$ cat src/rtl/accel_sampler.sv
// accel_sampler: calibrates accelerometer bias, block-averages samples and
// hands (a, dt) to the velocity integrator over a level enable/busy handshake.
// Ports: clk, rst (async active-low), sample_valid/sample (raw signed input),
//   recal (recalibrate pulse), integ_busy (integrator busy),
//   a/dt/integ_en (to integrator), calibrated, bias, overrun (sticky).
module accel_sampler #(
    parameter int          CAL_SHIFT = 8,
    parameter int          AVG_SHIFT = 2,
    parameter int          TICK_DIV  = 500,
    parameter logic [15:0] DEADBAND  = 16'd8
) (
    input  logic               clk,
    input  logic               rst,
    input  logic               sample_valid,
    input  logic signed [15:0] sample,
    input  logic               recal,
    input  logic               integ_busy,
    output logic signed [15:0] a,
    output logic        [15:0] dt,
    output logic               integ_en,
    output logic               calibrated,
    output logic signed [15:0] bias,
    output logic               overrun
);

    localparam int AW = 17 + AVG_SHIFT;
    localparam int CW = CAL_SHIFT + 1;
    localparam int BW = AVG_SHIFT + 1;
    localparam int TW = (TICK_DIV > 1) ? $clog2(TICK_DIV) : 1;

    localparam logic [1:0] S_CAL   = 2'd0;
    localparam logic [1:0] S_RUN   = 2'd1;
    localparam logic [1:0] S_ISSUE = 2'd2;
    localparam logic [1:0] S_WAIT  = 2'd3;

    localparam logic [CW-1:0] CAL_LAST   = CW'(2 ** CAL_SHIFT - 1);
    localparam logic [BW-1:0] BLK_LAST   = BW'(2 ** AVG_SHIFT - 1);
    localparam logic [TW-1:0] PRESC_LAST = TW'(TICK_DIV - 1);

    logic [1:0]           state_q, state_d;
    logic signed [31:0]   cal_acc_q, cal_acc_d;
    logic [CW-1:0]        cal_cnt_q, cal_cnt_d;
    logic                 cal_fin_q, cal_fin_d;
    logic signed [AW-1:0] blk_acc_q, blk_acc_d;
    logic [BW-1:0]        blk_cnt_q, blk_cnt_d;
    logic                 blk_done_q, blk_done_d;
    logic [15:0]          blk_q, blk_d;
    logic [15:0]          pend_q, pend_d;
    logic                 pend_valid_q, pend_valid_d;
    logic [TW-1:0]        presc_q, presc_d;
    logic [15:0]          dt_cnt_q, dt_cnt_d;
    logic [15:0]          a_q, a_d;
    logic [15:0]          dt_q, dt_d;
    logic                 en_q, en_d;
    logic                 cal_q, cal_d;
    logic [15:0]          bias_q, bias_d;
    logic                 ovr_q, ovr_d;
    logic                 rcl_q, rcl_d;

    logic                 wrap, act, issue;
    logic                 blk_take, blk_last;
    logic signed [31:0]   cal_sum;
    logic [15:0]          bias_new;
    logic signed [16:0]   diff;
    logic signed [AW-1:0] blk_sum;
    logic signed [16:0]   avg17;
    logic [15:0]          sat, mag, blk_res;

    assign wrap = (presc_q == PRESC_LAST);

    // A pending recal is honoured in CAL/RUN, or as WAIT hands back to RUN.
    assign act = (recal | rcl_q) &
                 ((state_q == S_CAL) | (state_q == S_RUN) |
                  ((state_q == S_WAIT) & ~integ_busy));

    assign issue = (state_q == S_RUN) & pend_valid_q & ~act;

    assign cal_sum  = cal_acc_q + 32'(sample);
    assign bias_new = 16'(cal_sum >>> CAL_SHIFT);

    assign blk_take = sample_valid & ~act & (state_q != S_CAL);
    assign blk_last = blk_take & (blk_cnt_q == BLK_LAST);
    assign diff     = 17'(sample) - 17'($signed(bias_q));
    assign blk_sum  = blk_acc_q + AW'(diff);
    assign avg17    = 17'(blk_sum >>> AVG_SHIFT);

    // The average is a 17-bit value; clamp when it leaves 16-bit range.
    assign sat = (avg17[16] ^ avg17[15])
               ? (avg17[16] ? 16'h8000 : 16'h7FFF)
               : avg17[15:0];
    assign mag     = sat[15] ? (~sat + 16'd1) : sat;
    assign blk_res = (mag < DEADBAND) ? 16'd0 : sat;

    always_comb begin
        state_d      = state_q;
        cal_acc_d    = cal_acc_q;
        cal_cnt_d    = cal_cnt_q;
        cal_fin_d    = 1'b0;
        blk_acc_d    = blk_acc_q;
        blk_cnt_d    = blk_cnt_q;
        blk_done_d   = 1'b0;
        blk_d        = blk_q;
        pend_d       = pend_q;
        pend_valid_d = pend_valid_q;
        presc_d      = wrap ? '0 : presc_q + 1'b1;
        dt_cnt_d     = (wrap && dt_cnt_q != 16'hFFFF)
                     ? dt_cnt_q + 16'd1 : dt_cnt_q;
        a_d          = a_q;
        dt_d         = dt_q;
        en_d         = en_q;
        cal_d        = cal_q | cal_fin_q;
        bias_d       = bias_q;
        ovr_d        = ovr_q;
        rcl_d        = rcl_q | recal;

        if (blk_take) begin
            if (blk_last) begin
                blk_acc_d  = '0;
                blk_cnt_d  = '0;
                blk_d      = blk_res;
                blk_done_d = 1'b1;
            end else begin
                blk_acc_d = blk_sum;
                blk_cnt_d = blk_cnt_q + 1'b1;
            end
        end

        // A fresh block lands in pend; it only overruns if the old
        // one is not being issued on this same edge.
        if (blk_done_q) begin
            pend_d       = blk_q;
            pend_valid_d = 1'b1;
            if (pend_valid_q && !issue) ovr_d = 1'b1;
        end else if (issue) begin
            pend_valid_d = 1'b0;
        end

        unique case (state_q)
            S_CAL: begin
                if (sample_valid && !act) begin
                    if (cal_cnt_q == CAL_LAST) begin
                        bias_d    = bias_new;
                        cal_fin_d = 1'b1;
                        cal_acc_d = '0;
                        cal_cnt_d = '0;
                        presc_d   = '0;
                        dt_cnt_d  = '0;
                        blk_acc_d = '0;
                        blk_cnt_d = '0;
                        state_d   = S_RUN;
                    end else begin
                        cal_acc_d = cal_sum;
                        cal_cnt_d = cal_cnt_q + 1'b1;
                    end
                end
            end
            S_RUN: begin
                if (issue) begin
                    a_d      = pend_q;
                    dt_d     = dt_cnt_q;
                    dt_cnt_d = wrap ? 16'd1 : 16'd0;
                    en_d     = 1'b1;
                    state_d  = S_ISSUE;
                end
            end
            S_ISSUE: begin
                if (integ_busy) begin
                    en_d    = 1'b0;
                    state_d = S_WAIT;
                end
            end
            S_WAIT: begin
                if (!integ_busy) state_d = S_RUN;
            end
            default: state_d = S_CAL;
        endcase

        if (act) begin
            state_d      = S_CAL;
            cal_acc_d    = '0;
            cal_cnt_d    = '0;
            cal_fin_d    = 1'b0;
            cal_d        = 1'b0;
            blk_acc_d    = '0;
            blk_cnt_d    = '0;
            blk_done_d   = 1'b0;
            pend_valid_d = 1'b0;
            en_d         = 1'b0;
            ovr_d        = 1'b0;
            rcl_d        = 1'b0;
        end
    end

    always_ff @(posedge clk or negedge rst) begin
        if (!rst) begin
            state_q      <= S_CAL;
            cal_acc_q    <= '0;
            cal_cnt_q    <= '0;
            cal_fin_q    <= 1'b0;
            blk_acc_q    <= '0;
            blk_cnt_q    <= '0;
            blk_done_q   <= 1'b0;
            blk_q        <= '0;
            pend_q       <= '0;
            pend_valid_q <= 1'b0;
            presc_q      <= '0;
            dt_cnt_q     <= '0;
            a_q          <= '0;
            dt_q         <= '0;
            en_q         <= 1'b0;
            cal_q        <= 1'b0;
            bias_q       <= '0;
            ovr_q        <= 1'b0;
            rcl_q        <= 1'b0;
        end else begin
            state_q      <= state_d;
            cal_acc_q    <= cal_acc_d;
            cal_cnt_q    <= cal_cnt_d;
            cal_fin_q    <= cal_fin_d;
            blk_acc_q    <= blk_acc_d;
            blk_cnt_q    <= blk_cnt_d;
            blk_done_q   <= blk_done_d;
            blk_q        <= blk_d;
            pend_q       <= pend_d;
            pend_valid_q <= pend_valid_d;
            presc_q      <= presc_d;
            dt_cnt_q     <= dt_cnt_d;
            a_q          <= a_d;
            dt_q         <= dt_d;
            en_q         <= en_d;
            cal_q        <= cal_d;
            bias_q       <= bias_d;
            ovr_q        <= ovr_d;
            rcl_q        <= rcl_d;
        end
    end

    assign a          = a_q;
    assign dt         = dt_q;
    assign integ_en   = en_q;
    assign calibrated = cal_q;
    assign bias       = bias_q;
    assign overrun    = ovr_q;

endmodule
$ cat config.mk
export PLATFORM = sky130hd
export DESIGN_NAME = accel_sampler
export DESIGN_NICKNAME = d
export VERILOG_FILES = /design/src/rtl/accel_sampler.sv
export SDC_FILE = /design/constraint.sdc
export NUM_CORES = 1
export LEC_CHECK = 0
export ABC_CLOCK_PERIOD_IN_PS = 8600
export BUFFER_PORTS_ARGS = -buffer_cell sky130_fd_sc_hd__buf_2
export CAP_MARGIN = 20
export CELL_PAD_IN_SITES_DETAIL_PLACEMENT = 0
export CELL_PAD_IN_SITES_GLOBAL_PLACEMENT = 2
export CORE_ASPECT_RATIO = 0.6
export CORE_MARGIN = 3
export CORE_UTILIZATION = 43
export CTS_CLUSTER_DIAMETER = 40
export DETAILED_ROUTE_END_ITERATION = 8
export PLACE_DENSITY_LB_ADDON = 0.1
export SLEW_MARGIN = 20
export SYNTH_ARGS = -nofsm -noshare
export SYNTH_HDL_FRONTEND = slang
export SYNTH_SLANG_ARGS = --single-unit
$ cat constraint.sdc
create_clock -name clk -period 8.6 [get_ports clk]
set_clock_uncertainty 0.2 [all_clocks]
set_input_delay 0.86 -clock clk [delete_from_list [all_inputs] [get_ports clk]]
set_output_delay 0.86 -clock clk [all_outputs]
set_load 0.01 [all_outputs]
==> results.yml <==
grt:
  grt_overflow: 0
  globalRouteMet3Util: 0.0420
  met2_usage: 0.269
  busiest_layer: "met1"
  grt_max_degree: 95
  gr-usage-all-layers: 0.204
  grt_pass1_wl_um: 40100
  grt_pass1_vias: 7177
  grt_antenna_before_repair: 0
  met1_usage: 0.337
timing:
  fin_ws_ns: 1.73
  slew_headroom: 0.278
  slew_viol_final: 0
  max_freq_mhz: 145
  final_hold_viol_count: 0
  post-route-period-util: 0.799
  rsz0062_at_grt: "no"
  min_period_ns: 6.87
  tightest_slew_ns: 1.08
  hold_slack_ns: 0.266
  setup_viol: 0
  tns_ns: 0
hold_path:
  hold_class: "register to register"
  holdPathStages: 2
power:
  seq_power_share: 0.388
  p_sw_uw: 677
  max-vdd-ir-drop_uv: 156
  pwr-share-comb: 0.245
  power_uw: 2130
  clkPwrFrac: 0.367
  switching_share: 0.317
  powerDensity_mw_per_mm2: 190
  internal_power_uw: 1460
  leakage_uw: 0.00547
floorplanning:
  die_w_um: 202
  dieHeight_um: 124
  core.rowCount: 42
  initial_core_util: 0.444
  ioPinCount: 72
  dieArea_mm2: 0.0251
  design.core.area_mm2: 0.0224
clocking:
  cts_tree: "done"
  cts_sinks: 169
  cts_resized: 0
  post_cts_buffers: 0
  cts.path.max_buffers: 2
  cts_buffers: 17
  worstSkewPairLatency_ns: 0.44
  cts_hold_buf: 0
  path_clk_slew_ns: 0.06
  cts-root-buf: "clkbuf_16"
  htreeDepth: 4
worst_setup_path:
  rrSetupSlack_ns: 1.91
  r2r_cells: 20
  cp-end-kind: "register"
  timing.rr.end: "blk_q[5]"
  r2r_start: "bias[4]"
  cp-endpoint: "blk_q[5]"
  arrival_ns: 6.96
  cp.required_ns: 8.68
  critPathLaunch: "sample[1]"
  crit_type: "input pin to register"
  start_kind: "input pin"
  cp_max_fo: 18
logic_synthesis:
  synth_cells: 995
  synth_largest_area_cell: "dfrtp_1"
  synth_edf_count: 0
  synth.avg_cell_area_um2: 10.0
  synth_cell_types: 70
  ys_ff_latch: 169
  synthTopCellsByArea: "dfrtp_1 (43%), mux2_2 (7.1%), ha_1 (6.7%)"
  synth_warnings: 0
  async_flop_share: 1.00
  synth-seq-area-share: 0.425
  yosysTopAreaCellShare: 0.425
  synth_area_mm2: 0.00995
  synth-main-ff-cell: "dfrtp_1"
  syn_nets: 1088
final_layout:
  final_cells: 1378
  fin_nets: 1152
  area_growth_pct: 13.0
  num_antenna_cells: 0
  drive_gt1_frac: 0.183
place:
  io_buffers: 71
  place_inst: 1347
  dp_slack_ns: 1.32
  gp_congestion: 0.856
  dp_hpwl_um: 18000
status:
  status: "finished, final reports clean"
routing:
  via_per_inst: 5.39
  drcViolationCount: 0
  first_iter_violations: 505
  firstDrtPassIters: 5
  ant_nets: 0
  vias: 7433
  drt-wirelength-per-cell_um: 17.6
  drt_wl_total_um: 24300
job:
  drv_cap: 0
## critical path: stages
cell and delay, ns:
buf_2 0.12, inv_1 0.07, fa_1 0.53, inv_1 0.07
fa_1 0.51, a211oi_1 0.36, o21ai_0 0.23, and3_4 0.22
o2111ai_4 0.24, nand2_1 0.10, xor2_1 0.21, ha_1 0.70
inv_1 0.36, nand3_1 0.18, o211ai_1 0.16, nor3_2 0.32
nand4_1 0.19, nor4_1 0.30, o21ai_1 0.17, nor4_4 0.89
o31ai_1 0.15
## power groups by stage
stage	sequential, uW	clock [uW]	combinational (uW)
global route	829	837	581
finish	827	783	522
detailed placement	842	0	513
global placement	842	0	518
CTS	827	805	515
floorplan	839	0	387
## placed cells by master, fill, tap and decap left out, types with 11 or more instances in the layout
| master | n |
|---|---|
| dfrtp_1 | 169 |
| inv_1 | 94 |
| nor2_1 | 83 |
| nand2_1 | 75 |
| buf_2 | 70 |
| mux2_2 | 63 |
| o21ai_0 | 56 |
| ha_1 | 53 |
| a21oi_1 | 45 |
| xnor2_1 | 32 |
| a22o_1 | 29 |
| xor2_1 | 27 |
| nand3_1 | 26 |
| fa_1 | 19 |
| nor3_1 | 17 |
| o31ai_1 | 17 |
| clkbuf_16 | 17 |
| o21bai_1 | 11 |
## registers in the layout (all words and copies together) (netlist names), 16 cells and up
register   cells
pend_q        16
blk_q         16
cal_acc_q     24
bias          16
blk_acc_q     19
dt            16
dt_cnt_q      16
a             16
## Yosys cell counts (6+ instances only)
| cell type | number |
|---|---|
| ha_1 | 53 |
| o21ai_0 | 56 |
| a21o_1 | 10 |
| and3_1 | 10 |
| o21bai_1 | 11 |
| nand3_1 | 26 |
| a31oi_1 | 7 |
| dfrtp_1 | 169 |
| clkbuf_1 | 27 |
| mux2i_1 | 7 |
| xnor2_1 | 32 |
| or3_1 | 8 |
| xor2_1 | 27 |
| o211ai_1 | 6 |
| a22o_1 | 29 |
| o31ai_1 | 17 |
| fa_1 | 19 |
| nor3_1 | 18 |
| a211oi_1 | 9 |
| nand2_1 | 75 |
| nand4_1 | 10 |
| a21oi_1 | 46 |
| mux2_2 | 63 |
| nor2_1 | 83 |
| inv_1 | 94 |
## logic make-up (layout without fill, tap and decap cells)
group,after synthesis,in the layout,share of synthesized area
simple gates,267,267,0.128
compound gates,229,229,0.160
flops,169,169,0.425
buf+inv,128,203,0.0501
fa+ha+maj,72,72,0.105
mux,70,70,0.0784
xor+xnor,60,60,0.0536
## worst min path at each step
stage | start | end | slack (ns)
2_1_floorplan | cal_fin_q | calibrated | 0.24
3_3_place_gp | cal_fin_q | calibrated | 0.25
3_5_place_dp | cal_fin_q | calibrated | 0.26
4_1_cts | cal_fin_q | calibrated | 0.28
5_1_grt | cal_fin_q | calibrated | 0.29
6_report | cal_fin_q | calibrated | 0.27
## stage by stage
| step | instance area, um^2 | utilization |
|---|---|---|
| 2_1_floorplan | 9950 | - |
| 3_3_place_gp | 10600 | 0.474 |
| 3_5_place_dp | 10600 | 0.474 |
| 4_1_cts | 11200 | 0.501 |
| 5_1_grt | 11200 | 0.502 |
| 6_report | 11200 | 0.502 |
## layout make-up
type | instances | area, um^2
Timing Repair Buffer | 79 | 442
Tap cell | 308 | 385
Inverter | 94 | 353
Clock inverter | 9 | 118
Multi-Input combinational cell | 698 | 5240
Clock buffer | 21 | 470
Sequential cell | 169 | 4230
Fill cell | 2082 | 11100
## routing by layer
metal,wire length [um],vias up
met5,0,-
met4,194,0
met3,953,11
met1,13800,3662
li1,-,3622
met2,9270,138
Note: power is estimated with default switching activity, not from simulation.
